--- config.mk ---
export PLATFORM = sky130hd
export DESIGN_NAME = clint_rtc_gen
export DESIGN_NICKNAME = d
export VERILOG_FILES = /design/src/rtl/clint_rtc_gen.sv
export SDC_FILE = /design/constraint.sdc
export NUM_CORES = 1
export LEC_CHECK = 0
export CORE_ASPECT_RATIO = 1.1
export CORE_MARGIN = 2
export CORE_UTILIZATION = 45
export DETAILED_ROUTE_END_ITERATION = 7
export PLACE_DENSITY = 0.66
export RECOVER_POWER = 50
export SLEW_MARGIN = 20
export SYNTH_ARGS = -nofsm -noshare
export SYNTH_HDL_FRONTEND = slang
export SYNTH_SLANG_ARGS = --single-unit
--- constraint.sdc ---
create_clock -name aclk -period 9.05 [get_ports aclk]
set_input_delay 1.81 -clock aclk [delete_from_list [all_inputs] [get_ports aclk]]
set_output_delay 1.81 -clock aclk [all_outputs]
set_load 0.01 [all_outputs]
--- src/rtl/clint_rtc_gen.sv ---
// Fractional-N RTC reference for the CLINT rtc_i input: a phase accumulator
// whose carry toggles rtc_o, with a one-deep, phase-coherent increment update.
module clint_rtc_gen #(
   parameter int unsigned        ACC_WIDTH   = 32,
   parameter logic [ACC_WIDTH:0] DEFAULT_INC = {1'b1, {ACC_WIDTH{1'b0}}}
) (
   input  logic                 aclk,
   input  logic                 aresetn,
   input  logic                 en_i,
   input  logic                 halt_i,
   input  logic                 cfg_valid_i,
   output logic                 cfg_ready_o,
   input  logic [ACC_WIDTH:0]   cfg_inc_i,
   output logic                 rtc_o,
   output logic                 tick_o,
   output logic [ACC_WIDTH:0]   active_inc_o
);

   localparam int unsigned       INC_W   = ACC_WIDTH + 1;
   localparam logic [INC_W-1:0]  INC_MAX = {1'b1, {ACC_WIDTH{1'b0}}};

   logic [ACC_WIDTH-1:0] acc_q;
   logic [INC_W-1:0]     pend_inc_q;
   logic [INC_W-1:0]     sum_c;
   logic [INC_W-1:0]     sat_inc_c;
   logic                 adv_c;
   logic                 carry_c;
   logic                 accept_c;
   logic                 apply_c;
   logic                 pending_c;

   // The config slot is full exactly when ready is low, so one flop serves both.
   assign pending_c = ~cfg_ready_o;
   assign adv_c     = en_i & ~halt_i;
   assign sum_c     = {1'b0, acc_q} + active_inc_o;
   assign carry_c   = adv_c & sum_c[ACC_WIDTH];
   assign accept_c  = cfg_valid_i & cfg_ready_o;
   assign sat_inc_c = (cfg_inc_i > INC_MAX) ? INC_MAX : cfg_inc_i;

   // Swap on a carry keeps phase; swap at once when stopped so a zero inc
   // or a frozen accumulator cannot strand the pending value.
   assign apply_c = pending_c & (carry_c | (active_inc_o == '0) | ~adv_c);

   // Phase accumulator and square-wave output.
   always_ff @(posedge aclk or negedge aresetn) begin
      if (!aresetn) begin
         acc_q  <= '0;
         rtc_o  <= 1'b0;
         tick_o <= 1'b0;
      end else begin
         if (adv_c) begin
            acc_q <= sum_c[ACC_WIDTH-1:0];
         end
         rtc_o  <= rtc_o ^ carry_c;
         tick_o <= carry_c & ~rtc_o;
      end
   end

   // Config slot and active increment.
   always_ff @(posedge aclk or negedge aresetn) begin
      if (!aresetn) begin
         cfg_ready_o  <= 1'b1;
         pend_inc_q   <= '0;
         active_inc_o <= DEFAULT_INC;
      end else begin
         if (accept_c) begin
            cfg_ready_o <= 1'b0;
            pend_inc_q  <= sat_inc_c;
         end else if (apply_c) begin
            cfg_ready_o  <= 1'b1;
            active_inc_o <= pend_inc_q;
         end
      end
   end

endmodule

==> impl_metrics.env <==
export IMPL_wire_per_inst_um=18.43
export IMPL_fin_setup_tns_ns=0
export IMPL_postCtsHoldBufs=0
export IMPL_yosysUniqueCellTypes=49
export IMPL_rr_endpoint="rtc_o"
export IMPL_status="finished, violations left"
export IMPL_hold_viol=0
export IMPL_die_area_mm2=0.01670
export IMPL_row_count=48
export IMPL_vdd_drop_max_v=0.0001278
export IMPL_route_detailed_drc=0
export IMPL_ys_async_sr_fraction=1.000
export IMPL_clk_root_buffer_cell="clkbuf_16"
export IMPL_setup_slack_ns=3.155
export IMPL_cp_required_ns=9.29
export IMPL_rsz0062_at_grt="false"
export IMPL_io_buffers=73
export IMPL_insertion_delay_ns=0.35
export IMPL_start_util=0.4555
export IMPL_p_leak_uw=0.003496
export IMPL_synth_edf_count=0
export IMPL_startpoint_type="input port"
export IMPL_syn_area_mm2=0.007058
export IMPL_pwr_density_cell_mw_per_mm2=322.0
export IMPL_path_delay_family="buffers and inverters"
export IMPL_syn_mean_instance_area_um2=8.514
export IMPL_cp_cell_sequence="dlygate4sd3_1, nand2b_2, clkbuf_1, a31o_2, buf_4, nor3b_1, nand3_1, o21ai_0, a2111o_1"
export IMPL_via_per_inst=6.338
export IMPL_register_area_mm2=0.002530
export IMPL_final_util=0.5243
export IMPL_cts_tree="yes"
export IMPL_synthCells=829
export IMPL_synth_seq_cells=101
export IMPL_max_stage_delay_ns=2.09
export IMPL_dieHeight_um=135.4
export IMPL_grt_pass1_vias=6211
export IMPL_ant_nets=0
export IMPL_period_needed_ns=5.895
export IMPL_cts_buffers=9
export IMPL_clock_skew_final_ns=0.01087
export IMPL_synth_seq_area_share=0.3584
export IMPL_reg2reg_from="active_inc_o[0]"
export IMPL_arrival_ns=6.13
export IMPL_fin_nets=924
export IMPL_cts_repair_resized=0
export IMPL_violations="capacitance limit, slew limit"
export IMPL_place_gp_congestion=0.8584
export IMPL_grt_pass1_wl_um=31500
export IMPL_top_level_ports=74
export IMPL_wl_um=19480
export IMPL_antenna_found_initial=0
export IMPL_preCtsSetupSlack_ns=4.491
export IMPL_crit_cells=9
export IMPL_syn2layout_area_growth_pct=15.10
export IMPL_htreeDepth=3
export IMPL_drtIter0Drc=643
export IMPL_path_max_fanout=73
export IMPL_grt_max_degree=74
export IMPL_fmax_mhz=169.6
export IMPL_slew_viol_final=121
export IMPL_cts_setup_buffers=0
export IMPL_synth_fp_nets=901
export IMPL_worst_hold_slack_ns=0.4912
export IMPL_reg2reg_slack_ns=4.74
export IMPL_max_cap_violations=2
export IMPL_core_area_mm2=0.01549
export IMPL_cts_sinks=101
export IMPL_dpl_hpwl_um=12890
export IMPL_crit_path_end="active_inc_o[31]"
export IMPL_clockBufferDepth=2
export IMPL_gr_total_overflow=0
export IMPL_multiInputGateArea_mm2=0.004222
export IMPL_cp_startpoint="halt_i"
export IMPL_power_uw=2616
export IMPL_setup_viol=0
export IMPL_die_x_um=123.4
export IMPL_drive_gt1_frac=0.04434
export IMPL_synth_warnings=0
export IMPL_drt_first_pass_iters=5
export IMPL_fillCellCount=1488
export IMPL_worst_setup_path_end_kind="flop"
export IMPL_rr_worst_depth=13
export IMPL_path_clk_slew_ns=0.07
export IMPL_path_buf_inv=3
export IMPL_post_route_period_util=0.6513
export IMPL_dr_total_vias=6699
export IMPL_hold_class="flop to flop"
export IMPL_max_slew_margin=-0.9765
export IMPL_num_antenna_cells=0
export IMPL_synthFlopType="dfrtp_1"
export IMPL_worstMarginPinSlew_ns=2.965
export IMPL_crit_type="input port to flop"
export IMPL_slowest_stage="clkbuf_1"
export IMPL_gr_usage_all_layers=0.2347
==> cells by family after synthesis <==
kind of cell,synth area share
flops,0.3584
mux,0.002836
simple gates,0.2462
fa+ha+maj,0.06134
xor+xnor,0.02358
buf+inv,0.04910
compound gates,0.2585
==> placed cells by master (no fill, tap or decap), types with 33 or more instances in the layout <==
cell,instances
nand2_1,86
nand3_1,71
o21ai_0,63
and3_1,38
dfrtp_1,99
nand4_1,42
clkdlybuf4s50_1,71
ha_1,33
a21oi_1,34
o21ai_1,40
nor3b_1,35
==> worst register-to-register path, stage by stage (launching register included) <==
cell and delay (ns):
dfrtp_1 0.43, ha_1 0.26, fa_1 0.44, a211oi_1 0.24
o21ai_1 0.18, o21ai_1 0.23, a211o_1 0.22, a2111o_2 0.15
buf_4 0.56, and2_4 0.72, xor2_1 0.25, nor2_1 0.07
ha_1 0.41, inv_1 0.04
==> power breakdown <==
group	total (uW)	leakage, uW	switching, uW	internal [uW]
clock	391	0.000142	192	199
combinational	1390	0.00207	775	610
sequential	839	0.00129	223	616
==> Yosys cell counts, types with 6 or more instances <==
master / n / share of area
a2111o_1: 33 / 0.053
nor3b_1: 35 / 0.037
a211oi_1: 7 / 0.0074
and3_1: 38 / 0.034
nand4_1: 42 / 0.037
xor2_1: 8 / 0.0099
dfrtp_1: 99 / 0.35
nand3_1: 71 / 0.050
nor2_1: 20 / 0.011
clkbuf_1: 52 / 0.028
o21a_1: 6 / 0.0064
nor4_1: 13 / 0.012
a22o_1: 32 / 0.040
ha_1: 33 / 0.059
a21o_1: 16 / 0.017
nand2_1: 87 / 0.046
buf_1: 6 / 0.0032
o31ai_1: 8 / 0.0085
o21ai_1: 40 / 0.028
o21ai_0: 63 / 0.045
a21oi_1: 34 / 0.024
xnor2_1: 11 / 0.014
inv_1: 11 / 0.0059
==> metrics by stage <==
step           instances  instance area (um2)
6_report            1057                 8124
5_1_grt             1057                 8124
4_1_cts             1057                 8123
3_5_place_dp        1041                 7830
3_3_place_gp        1041                 7830
2_1_floorplan        829                 7058
==> metal layers <==
layer | part of all wire | wire length [um] | up-vias | GRT usage
li1 | - | - | 3200 | -
met1 | 0.47 | 9164 | 3276 | 0.3374
met2 | 0.47 | 9150 | 204 | 0.3727
met3 | 0.048 | 932 | 19 | 0.03072
met4 | 0.012 | 233 | 0 | 0.06061
met5 | 0 | 0 | - | 0
==> flip-flops by register name, indices dropped and copies added, names as in the netlist <==
| register | cells |
|---|---|
| tick_o | 1 |
| active_inc_o | 33 |
| cfg_ready_o | 1 |
| rtc_o | 1 |
| acc_q | 32 |
| pend_inc_q | 33 |
==> worst min-delay path by stage <==
| stage | from | end | slack (ns) | cells past startpoint |
|---|---|---|---|---|
| 6_report | acc_q[17] | acc_q[17] | 0.49 | 2 |
| 5_1_grt | acc_q[18] | acc_q[18] | 0.52 | 2 |
| 4_1_cts | acc_q[18] | acc_q[18] | 0.50 | 2 |
| 3_5_place_dp | acc_q[18] | acc_q[18] | 0.48 | 2 |
| 3_3_place_gp | acc_q[22] | acc_q[22] | 0.46 | 2 |
| 2_1_floorplan | acc_q[0] | acc_q[0] | 0.45 | 2 |
==> layout make-up <==
| cell class | count | share of cell area |
|---|---|---|
| clock buffers | 10 | 0.02942 |
| multi-input cells | 647 | 0.5196 |
| flip-flops and latches | 101 | 0.3114 |
| well taps | 200 | 0.03080 |
| repair buffers | 82 | 0.09703 |
| inverters | 11 | 0.005082 |
| clock inverters | 6 | 0.006623 |
(Power assumes the default switching activity.)
